<file path="src/rtl/riscv_pkg.sv">
// Shared pipeline types and constants for the fetch/decode boundary.
package riscv_pkg;

  localparam int unsigned PC_W    = 32;
  localparam int unsigned INSTR_W = 32;

  // addi x0,x0,0
  localparam logic [INSTR_W-1:0] NOP_INSTR = 32'h0000_0013;

  typedef enum logic [1:0] {
    EMPTY = 2'd0,
    MAIN  = 2'd1,
    FULL  = 2'd2
  } skid_state_t;

endpackage

</file>
<file path="src/rtl/if_id_skid_reg_if.sv">
// Fetch->decode handshake bundle; slave is the stage register, master the surrounding pipeline.
interface if_id_skid_reg_if
  import riscv_pkg::*;
#(
  parameter int unsigned PC_W    = riscv_pkg::PC_W,
  parameter int unsigned INSTR_W = riscv_pkg::INSTR_W
);
  logic               in_valid;
  logic               in_ready;
  logic [PC_W-1:0]    in_pc;
  logic [INSTR_W-1:0] in_instr;
  logic               out_valid;
  logic               out_ready;
  logic [PC_W-1:0]    out_pc;
  logic [INSTR_W-1:0] out_instr;

  modport slave (
    input  in_valid, in_pc, in_instr, out_ready,
    output in_ready, out_valid, out_pc, out_instr
  );

  modport master (
    output in_valid, in_pc, in_instr, out_ready,
    input  in_ready, out_valid, out_pc, out_instr
  );
endinterface

</file>
<file path="src/rtl/if_id_skid_reg_ddf_en_rst.sv">
// Team enable+reset data register primitive (active-high async reset).
module DDF_en_rst #(
  parameter int unsigned     DW          = 64,
  parameter logic [DW-1:0]   RESET_VALUE = '0
) (
  input  logic          clk,
  input  logic          rst,
  input  logic          en,
  input  logic [DW-1:0] d,
  output logic [DW-1:0] q
);
  always_ff @(posedge clk or posedge rst) begin
    if (rst)     q <= RESET_VALUE;
    else if (en) q <= d;
  end
endmodule

</file>
<file path="src/rtl/if_id_skid_reg.sv">
// IF->ID stage register with registered in_ready and a 1-entry skid buffer.
module if_id_skid_reg
  import riscv_pkg::*;
#(
  parameter int unsigned        PC_W      = riscv_pkg::PC_W,
  parameter int unsigned        INSTR_W   = riscv_pkg::INSTR_W,
  parameter logic [PC_W-1:0]    RESET_PC  = '0,
  parameter logic [INSTR_W-1:0] NOP_INSTR = riscv_pkg::NOP_INSTR
) (
  input  logic             clk,
  input  logic             rst,
  input  logic             flush,
  if_id_skid_reg_if.slave  bus
);
  localparam int unsigned DW = PC_W + INSTR_W;

  skid_state_t   r_state;
  skid_state_t   w_state_nxt;
  logic          r_in_ready;
  logic          r_out_valid;
  logic          w_rst;
  logic          w_accept;
  logic          w_consume;
  logic          w_main_en;
  logic          w_skid_en;
  logic [DW-1:0] w_in_beat;
  logic [DW-1:0] w_main_d;
  logic [DW-1:0] r_main_q;
  logic [DW-1:0] r_skid_q;

  assign w_rst     = ~rst;
  assign w_accept  = bus.in_valid & r_in_ready;
  assign w_consume = r_out_valid & bus.out_ready;
  assign w_in_beat = {bus.in_pc, bus.in_instr};

  always_comb begin
    w_state_nxt = r_state;
    w_main_en   = 1'b0;
    w_skid_en   = 1'b0;
    w_main_d    = w_in_beat;
    unique case (r_state)
      EMPTY: begin
        if (w_accept) begin
          w_state_nxt = MAIN;
          w_main_en   = 1'b1;
        end
      end
      MAIN: begin
        if (w_accept && w_consume) begin
          w_main_en   = 1'b1;
        end else if (w_accept) begin
          w_state_nxt = FULL;
          w_skid_en   = 1'b1;
        end else if (w_consume) begin
          w_state_nxt = EMPTY;
        end
      end
      FULL: begin
        if (w_consume) begin
          w_state_nxt = MAIN;
          w_main_en   = 1'b1;
          w_main_d    = r_skid_q;
        end
      end
      default: w_state_nxt = EMPTY;
    endcase
    // Flush leaves data regs untouched; out_instr is masked to NOP via out_valid instead.
    if (flush) begin
      w_state_nxt = EMPTY;
      w_main_en   = 1'b0;
      w_skid_en   = 1'b0;
    end
  end

  always_ff @(posedge clk or negedge rst) begin
    if (!rst) begin
      r_state     <= EMPTY;
      r_in_ready  <= 1'b1;
      r_out_valid <= 1'b0;
    end else begin
      r_state     <= w_state_nxt;
      r_in_ready  <= (w_state_nxt != FULL);
      r_out_valid <= (w_state_nxt != EMPTY);
    end
  end

  DDF_en_rst #(
    .DW          (DW),
    .RESET_VALUE ({RESET_PC, NOP_INSTR})
  ) u_main (
    .clk (clk),
    .rst (w_rst),
    .en  (w_main_en),
    .d   (w_main_d),
    .q   (r_main_q)
  );

  DDF_en_rst #(
    .DW          (DW),
    .RESET_VALUE ({RESET_PC, NOP_INSTR})
  ) u_skid (
    .clk (clk),
    .rst (w_rst),
    .en  (w_skid_en),
    .d   (w_in_beat),
    .q   (r_skid_q)
  );

  assign bus.in_ready  = r_in_ready;
  assign bus.out_valid = r_out_valid;
  assign bus.out_pc    = r_main_q[DW-1:INSTR_W];
  assign bus.out_instr = r_out_valid ? r_main_q[INSTR_W-1:0] : NOP_INSTR;
endmodule

</file>
<file path="src/flat_wrapper.sv">
// flat-port wrapper written by rule: the top's interface ports become plain ports
module if_id_skid_reg_flat import riscv_pkg::*;
#(
  parameter int unsigned        PC_W      = riscv_pkg::PC_W,
  parameter int unsigned        INSTR_W   = riscv_pkg::INSTR_W,
  parameter logic [PC_W-1:0]    RESET_PC  = '0,
  parameter logic [INSTR_W-1:0] NOP_INSTR = riscv_pkg::NOP_INSTR
)
  (clk, rst, flush, bus_in_valid, bus_in_pc, bus_in_instr, bus_out_ready, bus_in_ready, bus_out_valid, bus_out_pc, bus_out_instr);
  if_id_skid_reg_if #(.PC_W(PC_W), .INSTR_W(INSTR_W)) bus_i ();
  input  logic clk;
  input  logic rst;
  input  logic flush;
  input wire logic [$bits(bus_i.in_valid)-1:0] bus_in_valid;
  input wire logic [$bits(bus_i.in_pc)-1:0] bus_in_pc;
  input wire logic [$bits(bus_i.in_instr)-1:0] bus_in_instr;
  input wire logic [$bits(bus_i.out_ready)-1:0] bus_out_ready;
  output wire logic [$bits(bus_i.in_ready)-1:0] bus_in_ready;
  output wire logic [$bits(bus_i.out_valid)-1:0] bus_out_valid;
  output wire logic [$bits(bus_i.out_pc)-1:0] bus_out_pc;
  output wire logic [$bits(bus_i.out_instr)-1:0] bus_out_instr;
  assign bus_i.in_valid = bus_in_valid;
  assign bus_i.in_pc = bus_in_pc;
  assign bus_i.in_instr = bus_in_instr;
  assign bus_i.out_ready = bus_out_ready;
  assign bus_in_ready = bus_i.in_ready;
  assign bus_out_valid = bus_i.out_valid;
  assign bus_out_pc = bus_i.out_pc;
  assign bus_out_instr = bus_i.out_instr;
  if_id_skid_reg #(.PC_W(PC_W), .INSTR_W(INSTR_W), .RESET_PC(RESET_PC), .NOP_INSTR(NOP_INSTR)) u_core (.clk(clk), .rst(rst), .flush(flush), .bus(bus_i));
endmodule
</file>
<file path="config.mk">
export PLATFORM = sky130hd
export DESIGN_NAME = if_id_skid_reg_flat
export DESIGN_NICKNAME = d
export VERILOG_FILES = /design/src/rtl/riscv_pkg.sv /design/src/rtl/if_id_skid_reg_if.sv /design/src/rtl/if_id_skid_reg_ddf_en_rst.sv /design/src/rtl/if_id_skid_reg.sv /design/src/flat_wrapper.sv
export SDC_FILE = /design/constraint.sdc
export NUM_CORES = 1
export LEC_CHECK = 0
export CAP_MARGIN = 0
export CORE_AREA = 2 2 87 151
export CTS_CLUSTER_SIZE = 25
export DETAILED_ROUTE_END_ITERATION = 12
export DIE_AREA = 0 0 89 153
export PLACE_DENSITY = 0.86
export SYNTH_ARGS = -nofsm -noshare
export SYNTH_HDL_FRONTEND = slang
export SYNTH_SLANG_ARGS = --single-unit
</file>
<file path="constraint.sdc">
create_clock -name clk -period 1.75 [get_ports clk]
set_input_delay 0.35 -clock clk [delete_from_list [all_inputs] [get_ports clk]]
set_output_delay 0.35 -clock clk [all_outputs]
set_load 0.01 [all_outputs]
</file>
==> results_tabular.tex, run 1 <==
\begin{tabular}{lr}
\hline
Metric & Value \\
\hline
\multicolumn{2}{l}{\textbf{Clock tree}} \\
Cell at the root of the clock tree & sky130\_fd\_sc\_hd\_\_clkbuf\_16 \\
Clock transition at the registers of the reported paths & approximately 0.060 ns \\
CTS tree & done \\
Depth of the CTS H-tree & 4 \\
Sinks on the clock net & 132 \\
Clk buf depth & 2 \\
Clock network latency to the later pin of the worst-skew pair & 0.41 ns \\
Number of buffers added by the clock tree synthesis step & 17 \\
\multicolumn{2}{l}{\textbf{Power and ir drop}} \\
P per Cell Area & approximately 1400 mW/mm\^{}2 \\
Cell-internal power & 8.96 mW \\
Lkg Pwr & between 3 and 4 nW \\
Peak supply drop & just over 0.9 mV \\
Share of total power in combinational logic & 0.314 \\
Share of power burned in the clock network & 0.273 \\
Proportion of total power due to net switching & 0.275 \\
Net switching power of the design & roughly 3.4 mW \\
Sequential share of power & 0.413 \\
\multicolumn{2}{l}{\textbf{Logic synthesis}} \\
Netlist cell types & 29 \\
Seq cells post-synth & $\sim$130 \\
Number of flops mapped to enable cells by yosys & 0 \\
Post-Synthesis Cells & between 400 and 500 \\
Primary flip-flop cell chosen by synthesis mapping & sky130\_fd\_sc\_hd\_\_dfrtp\_1 \\
Synthesized Nets & between 500 and 600 \\
Largest area contributor in the synthesized netlist & sky130\_fd\_sc\_hd\_\_dfrtp\_1 \\
Async set-reset flop share out of synthesis & 1.00 \\
Count of synthesis-stage warnings from yosys & 0 \\
Area fraction of the dominant cell type after synthesis & 0.505 \\
Sequential cell area fraction in the yosys report & 0.535 \\
Top area cells in the synthesized netlist & sky130\_fd\_sc\_hd\_\_dfrtp\_1, sky130\_fd\_sc\_hd\_\_a2bb2oi\_2, sky130\_fd\_sc\_hd\_\_mux2\_2 \\
Most numerous cell types in the synthesized netlist & sky130\_fd\_sc\_hd\_\_dfrtp\_1, sky130\_fd\_sc\_hd\_\_o22ai\_1, sky130\_fd\_sc\_hd\_\_a2bb2oi\_2, sky130\_fd\_sc\_hd\_\_mux2\_2, sky130\_fd\_sc\_hd\_\_buf\_4 \\
Post-Syn Area & 0.00619 mm\^{}2 \\
Dominant cell by count in the synthesized netlist & sky130\_fd\_sc\_hd\_\_dfrtp\_1 \\
Synthesized area per cell & about 14 um\^{}2 \\
\multicolumn{2}{l}{\textbf{Worst setup path}} \\
CP endpoint kind & output pin \\
R2R cell count & 7 \\
Worst-case register-to-register setup slack & -0.07 ns \\
Stage delay of the slowest cell on the critical path & around 0.41 ns \\
Critical path launch point type & register \\
Cell with the most instances on the worst path & sky130\_fd\_sc\_hd\_\_buf\_12 \\
Worst R2R Start & u\_core.bus.out\_valid\$\_DFF\_PN0\_ \\
Ordered list of cells on the worst path & buf\_12 > buf\_12 > buf\_16 > nand2b\_1 > buf\_2 \\
Data required, critical path & roughly 1.4 ns \\
Largest delay share family, worst path & buffers and inverters \\
Critical path buffers and inverters & 4 \\
Arrival @ worst endpoint & approximately 1.5 ns \\
Crit-path max FO & 7 \\
Startpoint of the most critical setup path & u\_core.bus.out\_valid\$\_DFF\_PN0\_ \\
Number of cells on the critical path & 5 \\
Reg2reg end & u\_core.u\_skid.q[56]\$\_DFFE\_PN0P\_ \\
CP endpoint & bus\_out\_instr[4] \\
Critical setup path kind & register to output pin \\
Library cell contributing the largest single delay on the critical path & sky130\_fd\_sc\_hd\_\_dfrtp\_2 \\
\multicolumn{2}{l}{\textbf{Final layout}} \\
Share of final-layout standard cells stronger than drive strength 1 & 0.477 \\
Multi-input gate area & 0.00258 mm\^{}2 \\
Growth of design area from synthesis to finish & 42.2\% \\
Storage cell area & 0.00331 mm\^{}2 \\
Post-route design area & about 0.0088 mm\^{}2 \\
Final-layout fill cell count & between 800 and 900 \\
Number of antenna diodes & 0 \\
Number of nets in the layout & around 650 \\
\multicolumn{2}{l}{\textbf{Global route}} \\
Via count of the first global-routing pass & roughly 4700 \\
Number of antenna violations at the first check in global routing & 0 \\
Pin count of the biggest net entering global routing & 65 \\
Remaining Overflow, GRT & 0 \\
Wire length of the first global-routing pass & between 20000 and 25000 um \\
All-Layer GR Usage & 0.236 \\
\multicolumn{2}{l}{\textbf{Place}} \\
Post-detail-place hpwl & 9680 um \\
Cell Area, Placed & between 0.007 and 0.008 mm\^{}2 \\
Placer's final routability congestion estimate & about 0.8 \\
I/O Buffers & 134 \\
\multicolumn{2}{l}{\textbf{Run status}} \\
Result of the run & complete, but fails checks \\
Violations in the final reports & setup timing \\
\multicolumn{2}{l}{\textbf{Floorplan}} \\
Die Wd & just under 90 um \\
Die Outline Area & about 0.014 mm\^{}2 \\
I/O pin count & between 100 and 150 \\
Core footprint & roughly 0.012 mm\^{}2 \\
Number of rows created at floorplan & 54 \\
Height of the die & 153 um \\
Initial standard-cell utilization of the core & 0.498 \\
\multicolumn{2}{l}{\textbf{Drt}} \\
Number of search-and-repair iterations in the first detailed-routing pass & 5 \\
Via density per instance & between 5 and 6 \\
Iteration-0 DRC count of the detailed router & 229 \\
Average wire per cell in the routed design & about 22 um \\
Remaining routing DRC violations & 0 \\
Count of vias placed by the detailed router & around 4400 \\
Residual antenna-violating net count after detailed routing & 0 \\
Total wire length & about 16000 um \\
\multicolumn{2}{l}{\textbf{STA}} \\
Minimum setup slack in the final design & -0.121 ns \\
Count of final max-slew check failures & 0 \\
Sum of negative setup slack & -3.33 ns \\
Final-report setup violation count & between 90 and 100 \\
Post-route clock skew & around 0.0083 ns \\
Final critical-path share of the clock period & 1.07 \\
Final worst path period need & around 1.9 ns \\
RSZ-0062 raised after global routing & yes \\
Maximum clock rate & approximately 530 MHz \\
Hold violation count in the final report & 0 \\
Rel. slew slack & 0.697 \\
Worst slew pin tran & roughly 0.45 ns \\
\multicolumn{2}{l}{\textbf{Min path}} \\
Worst hold path class & primary input to async pin \\
\multicolumn{2}{l}{\textbf{Run}} \\
Max-cap violations & 0 \\
\hline
\end{tabular}
==> final cells by class <==
| class | count | area share |
|---|---|---|
| tap | 168 | 0.0239 |
| timing repair buffer | 183 | 0.243 |
| clock inverter | 10 | 0.0124 |
| clock buffer | 21 | 0.0512 |
| sequential | 132 | 0.376 |
| multi-input combinational | 243 | 0.293 |
==> what timing repair did <==
item / 4_1_cts / 5_1_grt
resized for setup: 161 / 60
hold buffers: 1 / 0
hold endpoints to repair: 38 / 0
pin swaps: 0 / 3
setup buffers: 2 / 8
endpoints found under the setup margin: 34 / 87
cloned: 3 / 6
==> routing by layer <==
| layer | routed length [um] | GRT usage | up-vias |
|---|---|---|---|
| li1 | - | - | 1914 |
| met1 | 6230 | 0.285 | 2273 |
| met2 | 8940 | 0.397 | 153 |
| met3 | 607 | 0.0432 | 37 |
| met4 | 602 | 0.117 | 0 |
| met5 | 0 | 0 | - |
==> registers in the layout, summed over array words and instances, names as in the netlist <==
register and count:
u_core.u_skid.q 64, u_core.bus.out_valid 1, u_core.r_state 2, u_core.u_main.q 64, u_core.bus.in_ready 1
==> cell usage in the layout (no fill, tap or decap), types with 2 or more instances in the layout <==
cell                              count
sky130_fd_sc_hd__bufinv_16            2
sky130_fd_sc_hd__buf_12              16
sky130_fd_sc_hd__dlymetal6s2s_1       2
sky130_fd_sc_hd__buf_16               3
sky130_fd_sc_hd__dfstp_2              7
sky130_fd_sc_hd__nand2b_1             2
sky130_fd_sc_hd__o22ai_1             64
sky130_fd_sc_hd__clkdlybuf4s50_1     97
sky130_fd_sc_hd__nand3b_1             2
sky130_fd_sc_hd__buf_4               15
sky130_fd_sc_hd__and2_4              26
sky130_fd_sc_hd__buf_8                5
sky130_fd_sc_hd__dfrtp_1            123
sky130_fd_sc_hd__a21oi_4              2
sky130_fd_sc_hd__nand2b_4             2
sky130_fd_sc_hd__dfrtp_2              2
sky130_fd_sc_hd__clkbuf_1             3
sky130_fd_sc_hd__clkinvlp_4           2
sky130_fd_sc_hd__mux2_4               5
sky130_fd_sc_hd__and2_1               4
sky130_fd_sc_hd__a2bb2oi_2           64
sky130_fd_sc_hd__buf_6               32
sky130_fd_sc_hd__mux2_2              59
sky130_fd_sc_hd__clkbuf_16           23
sky130_fd_sc_hd__clkinv_2             5
sky130_fd_sc_hd__buf_2                4
sky130_fd_sc_hd__a21boi_0             2
==> stage by stage <==
step                utilization  total power [mW]  cells  hold slack (ns)  worst slack [ns]
finish                    0.708              12.4    757            0.441            -0.121
global placement          0.620              8.28    707            0.310            -0.191
CTS                       0.670              12.0    744            0.455           -0.0952
detailed placement        0.620              8.52    707            0.321            -0.305
floorplan                     -              7.27    445           0.0544            0.0849
global route              0.708              12.9    757            0.488            -0.140
==> worst min-delay path by stage <==
stage | endpoint | slack (ns)
2_1_floorplan | u_core.bus.out_valid$_DFF_PN0_ | 0.05
3_3_place_gp | u_core.u_skid.q[36]$_DFFE_PN0P_ | 0.31
3_5_place_dp | u_core.u_skid.q[36]$_DFFE_PN0P_ | 0.32
4_1_cts | u_core.u_main.q[28]$_DFFE_PN0P_ | 0.46
5_1_grt | u_core.u_skid.q[36]$_DFFE_PN0P_ | 0.49
6_report | u_core.u_main.q[28]$_DFFE_PN0P_ | 0.44
==> logic make-up (layout without fill, tap and decap cells) <==
kind of cell,after synthesis,in the layout,synth area share
compound gates,137,137,0.230
buf+inv,70,214,0.0727
simple gates,41,41,0.0449
xor+xnor,1,1,0.00141
flops,132,132,0.535
mux,64,64,0.116
==> power groups by stage <==
stage / clock, mW / sequential [mW] / combinational (mW)
final: 3.37 / 5.11 / 3.88
after global routing: 3.58 / 5.22 / 4.11
after CTS: 3.41 / 5.05 / 3.52
after detailed placement: 0 / 5.07 / 3.44
after global placement: 0 / 4.97 / 3.31
after floorplan: 0 / 4.84 / 2.43
(Power assumes the default switching activity.)
==> inputs of run 2 (changes only) <==
--- a/config.mk
+++ b/config.mk
@@ -5,7 +5,7 @@
 export SDC_FILE = /design/constraint.sdc
 export NUM_CORES = 1
 export LEC_CHECK = 0
-export CAP_MARGIN = 0
+export CAP_MARGIN = 40
 export CORE_AREA = 2 2 87 151
 export CTS_CLUSTER_SIZE = 25
 export DETAILED_ROUTE_END_ITERATION = 12
==> results of run 2 <==
The final DEF is identical to that of run 1; final timing and power are the same.
==> RTL edit 1 (settings of run 2) <==
Re-encode `skid_state_t` (3 states) as one-hot, 3 bits wide.
--- a/src/rtl/riscv_pkg.sv
+++ b/src/rtl/riscv_pkg.sv
@@ -7,10 +7,10 @@
   // addi x0,x0,0
   localparam logic [INSTR_W-1:0] NOP_INSTR = 32'h0000_0013;
 
-  typedef enum logic [1:0] {
-    EMPTY = 2'd0,
-    MAIN  = 2'd1,
-    FULL  = 2'd2
+  typedef enum logic [2:0] {
+    EMPTY = 3'b001,
+    MAIN  = 3'b010,
+    FULL  = 3'b100
   } skid_state_t;
 
 endpackage
Check against the original RTL: same outputs for any inputs over 4 cycles, from zero or initial values and one cycle with rst low; so few cycles prove little.
==> RTL edit 1 against run 2 <==
Global-route usage is 4.1 points higher; the flow still finishes with violations (setup timing); setup slack got worse by 0.088 ns; design area is 11% higher; sequential cell count up 1; area after synthesis increased by 1.6%; wire length up 13%; largest power group unchanged; die area is the same; critical path depth is 3 higher; power is 20% lower.
==> RTL edit 1: results <==
run_status:
  outcome: "complete, but fails checks"
  violated_checks: "setup timing"
clocking:
  htreeDepth: 4
  clk_pin_slew_ns: 0.06
critical_path:
  timing.reg2reg.worst_path_depth: 8
  timing.critical_path.arrival_ns: 2.24
  critical-path-max-stage-delay_ns: 0.44
  worst_path_max_fanout: 8
  critical_path.reg2reg.endpoint: "u_core.u_skid.q[19]$_DFFE_PN0P_"
  timing_worst_setup_path_type: "reg -> reg"
cells_and_area:
  finish.net_count: 677
  biggestRegsByFlops: "u_core.u_main.q x64, u_core.u_skid.q x64, u_core.r_state x3"
  post_layout_nonfiller_instances: 788
  final_layout_size_suffix_gt1_share_pct: 59.19
global_route:
  grt_start_max_net_pins: 49
  first_global_vias: 4961
  grt_antenna_before_repair: 0
  first_pass_grt_wire_length_microns: 27900
  track_usage_pct: 27.77
logic_synthesis:
  synthesis.instances: 434
  ys_top_cells_by_area: "sky130_fd_sc_hd__dfrtp_1 50%, sky130_fd_sc_hd__mux2_2 31%, sky130_fd_sc_hd__buf_4 3.9%"
  synth_mux_area_share_pct: 34.96
  post_synth_fa_ha_maj_area_fraction_pct: 0
  synth-xor-area-share_pct: 0.1392
  net_count_of_the_mapped_netlist: 503
  synthDistinctLibCells: 28
  synth_sequential_area_ratio_pct: 53.06
  synth_compound_area_share_pct: 1.193
  synth_commonest_cells: "172 x sky130_fd_sc_hd__mux2_2, 125 x sky130_fd_sc_hd__dfrtp_1, 33 x sky130_fd_sc_hd__buf_4"
power_and_ir_drop:
  worst_ir_drop_vdd_v: 0.0009051
  power_leakage_nw: 4.708
placement:
  gp_routability_congestion: 0.7619
  hpwlAfterDp_microns: 9386
  place_inst: 701
  dpl_cell_area_sq_um: 7745
  pre_cts_ws_ns: -0.5743
route:
  wire_per_inst_microns: 23.57
  num_vias: 4268
  drt_first_iter_violations: 211
timing:
  clock_skew_ns: 0.006817
  whs_ns: 0.3850
  final.setup.tns_ns: -20.83
  worst_setup_slack_after_layout_ns: -0.2095
  worst_slew_margin_rel_pct: 76.95
  setup_viol: 154
-- RTL edit 1: power breakdown --
part	switching (mW)	leakage, nW	total, mW	internal, mW
clock	1.36	0.288	3.56	2.21
combinational	0.738	2.76	2.23	1.49
sequential	0.390	1.66	4.10	3.71
total	2.49	4.71	9.89	7.40
-- RTL edit 1: final cells by class --
class	count	area, sq um
clock inverters	11	125.1
well taps	168	210.2
multi-input cells	244	3068
repair buffers	210	2521
inverters	2	7.507
clock buffers	20	466.7
fillers	723	2693
flip-flops and latches	133	3341
-- RTL edit 1: metal layers --
layer  share of wire (%)  global-route usage [%]  vias up
li1                    -                       -     1847
met1                  37                   31.69     2238
met2                  55                   48.40      135
met3                 4.0                   5.670       48
met4                 3.9                   12.86        0
met5                   0                       0        -
-- RTL edit 1: timing repair --
item | 4_1_cts | 5_1_grt
gates cloned | 18 | 4
pin swaps | 5 | 4
gates resized for setup | 252 | 72
endpoints found under the hold margin | 14 | 0
endpoints found under the setup margin | 161 | 159
setup buffers | 30 | 11
hold buffers | 1 | 0
==> RTL edit 2 (config.mk and constraints of run 2) <==
Made on the original files. `INSTR_W`: 32 -> 24.
--- a/src/rtl/riscv_pkg.sv
+++ b/src/rtl/riscv_pkg.sv
@@ -2,7 +2,7 @@
 package riscv_pkg;
 
   localparam int unsigned PC_W    = 32;
-  localparam int unsigned INSTR_W = 32;
+  localparam int unsigned INSTR_W = 24;
 
   // addi x0,x0,0
   localparam logic [INSTR_W-1:0] NOP_INSTR = 32'h0000_0013;
Interface: changed (resized bus_in_instr and bus_out_instr); port bits go from 135 to 119. The function was not compared with the original's and may differ.
==> RTL edit 2 against run 2 <==
Count of clock-buffer cells in the layout increased by 2; first-iteration DRC count increased by 0.44%; fmax increased by 7.2%; setup slack improved by 0.13 ns; power decreased by 13%; area after synthesis decreased by 13%; register-to-register slack improved by 0.08 ns; sequential cell count decreased by 16; critical path type is now reg -> reg; wire length decreased by 17%; design area decreased by 16%; utilization decreased by 11 points.
==> RTL edit 2: results <==
critical_path:
  timing.reg2reg.worst_path_depth: 7
  r2r_slack_ns: 0.005
  crit_path_top_delay_cell: "sky130_fd_sc_hd__a221oi_4"
  critical-path-max-stage-delay_ns: 0.40
  critical_path.reg2reg.endpoint: "u_core.u_main.q[16]$_DFFE_PN0P_"
  timing.critical_path.arrival_ns: 2.07
  worst_path_max_fanout: 7
  r2r_start: "u_core.bus.out_valid$_DFF_PN0_"
route:
  drt_first_iter_violations: 230
  route.detailed.vias_per_inst: 5.522
  drt-pass1-iter-count: 4
  wire_per_inst_microns: 20.16
cells_and_area:
  finish.net_count: 554
  biggestRegsByFlops: "u_core.u_main.q x56, u_core.u_skid.q x56, u_core.r_state x2"
  num_antenna_cells: 0
  final_layout_size_suffix_gt1_share_pct: 41.70
clocking:
  clock_latency_of_the_later_clocked_register_in_the_worst_skew_pair_ns: 0.40
  htreeDepth: 4
  clock_path_buffers: 2
  cts_made_buffers: 17
  clk_pin_slew_ns: 0.05
  clk_tree_root_cell: "sky130_fd_sc_hd__clkbuf_16"
logic_synthesis:
  synth_commonest_cells: "109 x sky130_fd_sc_hd__dfrtp_1, 56 x sky130_fd_sc_hd__mux2_2, 56 x sky130_fd_sc_hd__o22ai_1"
  synthArstFlopShare_pct: 100.0
  synthDistinctLibCells: 26
  net_count_of_the_mapped_netlist: 453
  synth_sequential_area_ratio_pct: 54.07
  yosys_warnings: 0
  ys_top_cells_by_area: "sky130_fd_sc_hd__dfrtp_1 51%, sky130_fd_sc_hd__mux2_2 12%, sky130_fd_sc_hd__a2bb2oi_2 11%"
power_and_ir_drop:
  worst_ir_drop_vdd_v: 0.0007486
  power_leakage_nw: 3.062
global_route:
  grt_antenna_before_repair: 0
  first_global_vias: 4031
  track_usage_pct: 19.43
  first_pass_grt_wire_length_microns: 20530
  grt_start_max_net_pins: 58
timing:
  actual_transition_at_the_worst_max_transition_pin_ns: 0.4884
  final_hold_viol_count: 0
  clock_skew_ns: 0.007743
  whs_ns: 0.3946
placement:
  gp_routability_congestion: 0.7731
  dpl_cell_area_sq_um: 6578
  hpwlAfterDp_microns: 8021
  io_buffer_count: 118
run_status:
  outcome: "finished, final reports clean"
hold_path:
  min_path_type: "in -> async"
RTL edit 2: cell count changes after synthesis, sizes merged:
cell     change
o22ai        -8
and2         -8
clkbuf       -7
a2bb2oi      -8
dfrtp       -16
mux2         -8
buf          +2
RTL edit 2: cells by family after synthesis:
kind of cell              count (synthesis)  share of synthesized area (%)
AOI/OAI and AO/OA                       121                          21.58
DFF                                     116                          54.07
buffers and inverters                    65                          8.341
muxes                                    56                          11.71
and+or+nand+nor                          33                          4.135
xor gates and xnor gates                  1                         0.1627
RTL edit 2: power breakdown:
part           switching, mW  total [mW]  internal, mW  leakage (nW)
registers              0.662        4.45          3.79          1.33
logic                   1.10        3.08          1.99          1.45
clock network           1.17        3.26          2.09         0.279
total                   2.93        10.8          7.86          3.06
RTL edit 2: area by class of cell:
type	count	area [sq um]
fill	1009	5017
timing repair buffer	147	1564
sequential	116	2913
clock buffer	23	488.0
tap	168	210.2
multi-input combinational	211	2161
clock inverter	9	78.83
RTL edit 2: per-stage QoR:
stage	TNS, ns	std cells	util (%)	worst slack (ns)	power, mW
after floorplan	0	392	-	0.2048	6.338
after global placement	-22.51	628	52.91	-0.2543	7.157
after detailed placement	-26.13	628	52.91	-0.3310	7.349
after CTS	-0.08010	667	57.46	-0.02534	10.62
after global routing	-2.574	674	59.64	-0.08563	11.31
final	0	674	59.64	0.005163	10.79
RTL edit 2: worst max path at each step:
stage / startpoint / end / slack, ns / cells past startpoint
5_1_grt: u_core.bus.out_valid$_DFF_PN0_ / u_core.u_main.q[31]$_DFFE_PN0P_ / -0.09 / 7
2_1_floorplan: u_core.bus.out_valid$_DFF_PN0_ / u_core.u_skid.q[10]$_DFFE_PN0P_ / 0.20 / 6
4_1_cts: u_core.bus.in_ready$_DFF_PN1_ / u_core.u_main.q[19]$_DFFE_PN0P_ / -0.03 / 5
3_3_place_gp: bus_out_ready / u_core.u_main.q[39]$_DFFE_PN0P_ / -0.25 / 5
3_5_place_dp: bus_out_ready / u_core.u_main.q[19]$_DFFE_PN0P_ / -0.33 / 5
6_report: u_core.bus.out_valid$_DFF_PN0_ / u_core.u_main.q[16]$_DFFE_PN0P_ / 0.005 / 7
RTL edit 2: per-layer routing:
layer	vias up	part of all wire, %	global-route usage (%)
met2	110	56	33.69
met4	0	2.7	7.747
li1	1652	-	-
met5	-	0	0
met3	24	3.3	4.644
met1	1936	38	22.50
RTL edit 2: critical path, delay by kind of cell (launching register included):
kind | cells | cell delay [ns]
simple gates | 1 | 0.12
buf+inv | 4 | 0.64
compound gates | 2 | 0.54
flops | 1 | 0.38
RTL edit 2: timing repair:
item                                    in CTS  in global routing
gates cloned                                 2                  6
hold buffers                                 1                  0
gates resized for setup                    104                 26
setup buffers                                4                  1
pin swaps                                    2                  3
endpoints found under the setup margin      28                125
endpoints found under the hold margin       18                  0
